$ cat src/rtl/uart_tx_fifo_reader.sv
// uart_tx_fifo_reader
// Drains bytes from a first-word-fall-through FIFO and shifts each one out as
// an asynchronous UART frame: one start bit (low), DATA_WIDTH data bits LSB
// first, then STOP_BITS stop bits (high). One byte is popped per frame.
//
// Parameters:
//   DATA_WIDTH - bits per character (also FIFO read-data width)
//   DIVISOR    - clock cycles per bit time (>= 2)
//   STOP_BITS  - 1 or 2
//
// Ports:
//   clk        - clock, all state changes on the rising edge
//   reset      - asynchronous, active-high reset
//   tx_en      - allows new frames to start; a running frame always completes
//   fifo_dout  - FIFO head word, valid while fifo_empty is low
//   fifo_empty - FIFO empty flag
//   fifo_pop   - one-cycle pop strobe (combinational)
//   tx         - serial line, registered, idle-high
//   busy       - registered, high while a frame is on the line
//   tx_done    - registered one-cycle pulse in the final cycle of a frame

module uart_tx_fifo_reader #(
  parameter int unsigned DATA_WIDTH = 8,
  parameter int unsigned DIVISOR    = 217,
  parameter int unsigned STOP_BITS  = 1
) (
  input  logic                  clk,
  input  logic                  reset,
  input  logic                  tx_en,
  input  logic [DATA_WIDTH-1:0] fifo_dout,
  input  logic                  fifo_empty,
  output logic                  fifo_pop,
  output logic                  tx,
  output logic                  busy,
  output logic                  tx_done
);

  localparam int unsigned BAUD_W = $clog2(DIVISOR);
  localparam int unsigned BIT_W  = $clog2(DATA_WIDTH) + 1;

  localparam logic [BAUD_W-1:0] BAUD_LAST = BAUD_W'(DIVISOR - 1);
  localparam logic [BAUD_W-1:0] BAUD_PRE  = BAUD_W'(DIVISOR - 2);
  localparam logic [BIT_W-1:0]  BIT_LAST  = BIT_W'(DATA_WIDTH - 1);
  localparam logic [BIT_W-1:0]  STOP_LAST = BIT_W'(STOP_BITS - 1);

  typedef enum logic [1:0] {
    IDLE  = 2'd0,
    START = 2'd1,
    DATA  = 2'd2,
    STOP  = 2'd3
  } state_t;

  state_t                  state_q, state_d;
  logic [BAUD_W-1:0]       baud_q,  baud_d;
  logic [BIT_W-1:0]        bit_q,   bit_d;
  logic [DATA_WIDTH-1:0]   shift_q, shift_d;
  logic                    tx_q,    tx_d;
  logic                    busy_q,  busy_d;
  logic                    done_q,  done_d;

  always_ff @(posedge clk or posedge reset) begin
    if (reset) begin
      state_q <= IDLE;
      baud_q  <= '0;
      bit_q   <= '0;
      shift_q <= '0;
      tx_q    <= 1'b1;
      busy_q  <= 1'b0;
      done_q  <= 1'b0;
    end else begin
      state_q <= state_d;
      baud_q  <= baud_d;
      bit_q   <= bit_d;
      shift_q <= shift_d;
      tx_q    <= tx_d;
      busy_q  <= busy_d;
      done_q  <= done_d;
    end
  end

  always_comb begin
    state_d  = state_q;
    baud_d   = baud_q;
    bit_d    = bit_q;
    shift_d  = shift_q;
    tx_d     = tx_q;
    busy_d   = busy_q;
    done_d   = 1'b0;
    fifo_pop = 1'b0;

    unique case (state_q)
      IDLE: begin
        tx_d   = 1'b1;
        busy_d = 1'b0;
        // Gating on reset keeps the strobe low while reset is held, since
        // the state register already reads IDLE during reset.
        if (tx_en && !fifo_empty && !reset) begin
          fifo_pop = 1'b1;
          state_d  = START;
          shift_d  = fifo_dout;
          tx_d     = 1'b0;
          busy_d   = 1'b1;
          baud_d   = '0;
          bit_d    = '0;
        end
      end

      START: begin
        if (baud_q == BAUD_LAST) begin
          baud_d  = '0;
          bit_d   = '0;
          state_d = DATA;
          tx_d    = shift_q[0];
        end else begin
          baud_d = baud_q + BAUD_W'(1);
        end
      end

      DATA: begin
        if (baud_q == BAUD_LAST) begin
          baud_d = '0;
          if (bit_q == BIT_LAST) begin
            state_d = STOP;
            bit_d   = '0;
            tx_d    = 1'b1;
          end else begin
            bit_d   = bit_q + BIT_W'(1);
            shift_d = shift_q >> 1;
            tx_d    = shift_d[0];
          end
        end else begin
          baud_d = baud_q + BAUD_W'(1);
        end
      end

      STOP: begin
        tx_d = 1'b1;
        // tx_done is registered, so it is armed one cycle before the last
        // cycle of the final stop bit.
        if (baud_q == BAUD_PRE && bit_q == STOP_LAST) begin
          done_d = 1'b1;
        end
        if (baud_q == BAUD_LAST) begin
          baud_d = '0;
          if (bit_q == STOP_LAST) begin
            state_d = IDLE;
            bit_d   = '0;
            busy_d  = 1'b0;
          end else begin
            bit_d = bit_q + BIT_W'(1);
          end
        end else begin
          baud_d = baud_q + BAUD_W'(1);
        end
      end

      default: begin
        state_d = IDLE;
      end
    endcase
  end

  assign tx      = tx_q;
  assign busy    = busy_q;
  assign tx_done = done_q;

endmodule

$ cat config.mk
export PLATFORM = sky130hd
export DESIGN_NAME = uart_tx_fifo_reader
export DESIGN_NICKNAME = d
export VERILOG_FILES = /design/src/rtl/uart_tx_fifo_reader.sv
export SDC_FILE = /design/constraint.sdc
export NUM_CORES = 1
export LEC_CHECK = 0
export CAP_MARGIN = 0
export CORE_AREA = 3 3 67 56
export DETAILED_ROUTE_END_ITERATION = 12
export DIE_AREA = 0 0 70 59
export GPL_ROUTABILITY_DRIVEN = 1
export PLACE_DENSITY_LB_ADDON = 0.3
export SYNTH_ARGS = -nofsm -noshare
export SYNTH_HDL_FRONTEND = slang
export SYNTH_SLANG_ARGS = --single-unit
$ cat constraint.sdc
create_clock -name clk -period 2.1 [get_ports clk]
set_input_delay 0.42 -clock clk [delete_from_list [all_inputs] [get_ports clk]]
set_output_delay 0.42 -clock clk [all_outputs]
set_load 0.02 [all_outputs]
; ---- After elaboration in Yosys (flattened, before gate mapping)
; Index checks and enable logic that the tools add are counted.
[word_totals]
register_bits = 25
in_bits = 12
output_inout_bits = 4
wordCells = 70
[classes]
addsub = 2
eq_ne = 13
n_mux = 33
n_reduce_logical = 15
[ops]
columns = op, n
row1 = 8-bit 2-to-1 mux, 5
row2 = 8-bit case mux with 2 select lines, 2
row3 = 4-bit 2-to-1 mux, 6
row4 = "8-bit equality test, second input constant", 2
row5 = 4-bit case mux with 4 select lines, 1
row6 = "2-bit inequality test, second input constant", 7
row7 = 2-bit 2-to-1 mux, 6
row8 = 1-bit 2-to-1 mux, 10
row9 = "8-bit by 1-bit adder with 8-bit output, second input constant", 1
row10 = 2-bit case mux with 4 select lines, 1
row11 = 4-bit AND reduction, 2
row12 = 6-bit AND reduction, 1
row13 = "4-bit by 1-bit adder with 4-bit output, second input constant", 1
row14 = "2-bit equality test, second input constant", 2
row15 = "4-bit by 3-bit equality test with 1-bit output, second input constant", 1
row16 = 4-bit logical NOT, 1
row17 = 1-bit case mux with 4 select lines, 1
row18 = 2-bit nonzero test, 2
row19 = 1-bit logical AND, 3
row20 = 3-bit AND reduction, 1
row21 = 3-bit OR reduction, 1
row22 = "2-bit by 1-bit equality test with 1-bit output, second input constant", 1
row23 = 1-bit logical NOT, 2
row24 = 2-bit logical NOT, 1
row25 = other kinds (2), 2

; ---- Longest topological paths before layout
[depth]
word_depth = 5
ltp_mapped = 7
ltp_nobuf = 6

; ---- Worst setup path after synthesis
; No wires, ideal clock.
[synth_path]
kind = register to register
start = register state_q[0]
end = register shift_q[0]
setup_ns = 0.125
arrival_ns = 1.725
required_time_ns = 1.975
path_slack_ns = 0.250
stages_incl_launch_ff = 7
n_path_buf = 2
synth_period_minus_slack_ns = 1.850
cell_sequence = dfrtp_1 -> inv_1 -> ha_1 -> buf_2 -> clkbuf_1 -> mux2_2 -> mux2_2
[synth_via]
elab_chain_cells = 3
elab_cells_between_ends = 8
classes_between = 4 x eq/ne / 1 x mux / 3 x reduce/logical
[synth_lines]
columns = item, line_no
row1 = from (decl), 53  ; state_t state_q, state_d;
row2 = from (signal assigned), 71  ; state_q <= state_d;
row3 = 2-bit equality test or 2-bit logical NOT (tied branches), 91  ; unique case (state_q)
row4 = 2-bit inequality test (no line) or 2-bit nonzero test (tied branches), n/a
row5 = 4-bit AND reduction (no line), n/a
row6 = to (signal assigned), 74  ; shift_q <= shift_d;
row7 = to (decl), 56  ; logic [DATA_WIDTH-1:0] shift_q, shift_d;
; Parallel ways exist; a longest one is shown, timed or not.
; A chain may end at the register's enable or synchronous reset.

; ---- Final worst setup path
[layout_path]
start = input port reset
end = output port fifo_pop
[layout_via]
elab_chain_cells = 4
[layout_lines]
columns = item, line_no
row1 = from (decl), 28  ; input logic reset,
row2 = 1-bit logical NOT, 97  ; if (tx_en && !fifo_empty && !reset) begin
row3 = 1-bit logical AND, 97
row4 = 1-bit 2-to-1 mux, 97
row5 = 1-bit 2-to-1 mux, 91
row6 = to (decl), 32  ; output logic fifo_pop,
; No other way between the ends.

==> flow_metrics.tcl <==
set metrics [dict create \
    crit_arrival_ns 1.55 \
    antenna_found_initial 0 \
    synth.area.top_cells "dfrtp_1, mux2_2, ha_1" \
    sw_frac_of_total 0.401 \
    p_comb_frac 0.551 \
    top_layer_used "met4" \
    areaGrowthSynthToFinish_pct 18.8 \
    pwr-share-seq 0.339 \
    grt_max_degree 26 \
    yosysTopAreaCell "dfrtp_1" \
    synth.distinct_cells 46 \
    synth_nets 165 \
    nNetsFinal 189 \
    wl_met2_um 1400 \
    dp_slack_ns -0.156 \
    regArea_um2 627 \
    tritoncts "yes" \
    fin_ws_ns 0.130 \
    synth_edf_count 0 \
    diodes 0 \
    clockBufferDepth 2 \
    clk_pin_slew_ns 0.09 \
    die_y_um 59 \
    io_pins 16 \
    layout-drive-gt1-share 0.246 \
    track_usage 0.164 \
    wl_met1_um 1370 \
    ant_nets 0 \
    worstMarginPinSlew_ns 0.389 \
    skew_ns 0.00132 \
    synth_warnings 0 \
    grt_pass1_wl_um 5410 \
    crit_fanout 2 \
    power.switching_w 0.00104 \
    dp_hpwl_um 2250 \
    drt-wirelength-per-cell_um 14.2 \
    internal_power_w 0.00156 \
    htree_num_levels 1 \
    drc 0 \
    rows 18 \
    viasPerCell 5.57 \
    synth_area_um2 1550 \
    fmax_mhz 508 \
    cp_top_family "buffers and inverters" \
    hold_violations 0 \
    multi_input_area_um2 868 \
    pwr-share-clk 0.111 \
    finalSetupViolCount 0 \
    powerDensity_nw_per_um2 1410 \
    die_area_um2 4130 \
    vdd_drop_max_mv 0.644 \
    maxCapViolations 0 \
    die_w_um 70 \
    hold_buffers 0 \
    synth_cells 144 \
    criticalPathCategory "input port to output pin" \
    coreArea_um2 3110 \
    timing.hold.ws_ns 0.504 \
    cp_cell_sequence "clkdlybuf4s50_1 -> nor3b_2 -> and2_1 -> dlygate4sd2_1" \
    ys_seq_area_frac 0.403 \
    drtIter0Drc 75 \
    min_period_over_period 0.938 \
    period_needed_ns 1.97 \
    vias 1154 \
    synth_top_flop_cell "dfrtp_1" \
    end_kind "output pin" \
    cp.required_ns 1.68 \
    relSlewSlack 0.741 \
    gr-total-overflow 0 \
    post-cts-setup-buffer-count 0 \
    start_util 0.500 \
    wl_met3_um 154 \
    synth_seq_cells 25 \
    hold_path.class "flip-flop to flip-flop" \
    cp-start-kind "input port" \
    numCtsBuffers 3 \
    drt_wl_total_um 2950 \
    leakagePower_nw 0.868 \
    grt_pass1_vias 1209 \
    drv_slew 0 \
    max_stage_delay_ns 0.43 \
    cpMaxStageDelayCell "clkdlybuf4s50_1" \
    outcome "finished clean" \
    clock_sinks 25 \
    io_buffers 15 \
    dr.pass1.iters 4 \
    ys_async_sr_fraction 1.00 \
    netlist_top_cells_count "dfrtp_1, mux2_2, inv_1" \
    fillers 257 \
    tns_ns 0 \
    critical_path_buf_inv_count 2 \
    yosysMostFrequentCell "dfrtp_1" \
    clockRootBuffer "clkbuf_8" \
    insertion_delay_ns 0.27 \
    syn_area_per_cell_um2 10.8 \
    gp_congestion 0.817 \
    synth_top_area_frac 0.386 \
    rsz0062_at_grt "false" \
]
-- through the flow --
stage	total power, W	utilization	instance area [um^2]	instances
2_1_floorplan	0.00197	-	1550	144
3_3_place_gp	0.00225	0.579	1800	203
3_5_place_dp	0.00231	0.579	1800	203
4_1_cts	0.00261	0.593	1840	207
5_1_grt	0.00282	0.594	1850	207
6_report	0.00260	0.594	1850	207
-- path summary, 6_finish.rpt --
check / from / to / slack (ns) / cells past startpoint
max: reset / fifo_pop / 0.13 / 4
min: tx$_DFFE_PP1P_ / tx$_DFFE_PP1P_ / 0.50 / 2
max reg2reg: state_q[0]$_DFFE_PP0P_ / shift_q[4]$_DFFE_PP0P_ / 0.20 / 7
min reg2reg: tx$_DFFE_PP1P_ / tx$_DFFE_PP1P_ / 0.50 / 2
max in group asynchronous: reset / tx$_DFFE_PP1P_ / 1.26 / 3
min in group asynchronous: reset / bit_q[1]$_DFFE_PP0P_ / 0.55 / 3
-- sequential cells by signal (all words and copies together) (netlist names) --
register / count
tx_done: 1
tx: 1
bit_q: 4
shift_q: 8
baud_q: 8
busy: 1
state_q: 2
-- cells in the final DEF, fill, tap and decap left out, drive strengths merged, types with 2 or more instances in the layout --
cell	n
mux2	16
o21ai	7
inv	10
buf	9
nor3	3
and3	3
o22ai	2
a31oi	3
nand2	10
or3b	2
o2bb2ai	3
mux2i	2
nand4b	2
a21oi	6
dfrtp	24
nand3b	3
clkbuf	3
nor2	8
clkdlybuf4s50	14
nand2b	4
ha	9
nand3	4
-- power by group through the flow --
stage                     logic, W  registers (W)  clock network (W)
after floorplan            0.00113       0.000836                  0
after global placement     0.00138       0.000869                  0
after detailed placement   0.00143       0.000883                  0
after CTS                  0.00143       0.000878           0.000299
after global routing       0.00158       0.000915           0.000328
final                      0.00143       0.000879           0.000288
-- kinds of logic (layout without fill, tap and decap cells) --
kind of cell / count (synthesis) / count (layout) / synth area share
multiplexers: 18 / 18 / 0.134
flip-flops: 25 / 25 / 0.403
buffers and inverters: 15 / 38 / 0.0395
AO/OA/AOI/OAI: 30 / 30 / 0.159
AND/OR/NAND/NOR: 46 / 46 / 0.187
adder cells (fa/ha/maj): 9 / 9 / 0.0725
XOR/XNOR: 1 / 1 / 0.00564
-- area by class of cell --
cell class	instances	area share
Multi-Input combinational cell	104	0.471
Clock buffer	3	0.0224
Clock inverter	1	0.00271
Timing Repair Buffer	24	0.117
Inverter	10	0.0203
Tap cell	40	0.0271
Sequential cell	25	0.340
-- per-layer routing --
layer / track usage / up-vias
met1: 0.212 / 558
met5: 0 / -
met2: 0.276 / 31
li1: - / 561
met3: 0.0475 / 4
met4: 0.0383 / 0
-- worst register-to-register path, cell delays in order (launching register included) --
cell and delay (ns):
dfrtp_1 0.39, inv_1 0.11, ha_1 0.23, buf_4 0.18, inv_1 0.13, nor2_1 0.11, a21oi_4 0.26, mux2_2 0.38
-- timing repair --
action / 4_1_cts / 5_1_grt
endpoints found under the setup margin: 1 / 6
cloned: 0 / 0
gates resized for setup: 1 / 1
No activity file was read; power rests on OpenSTA's default activity.
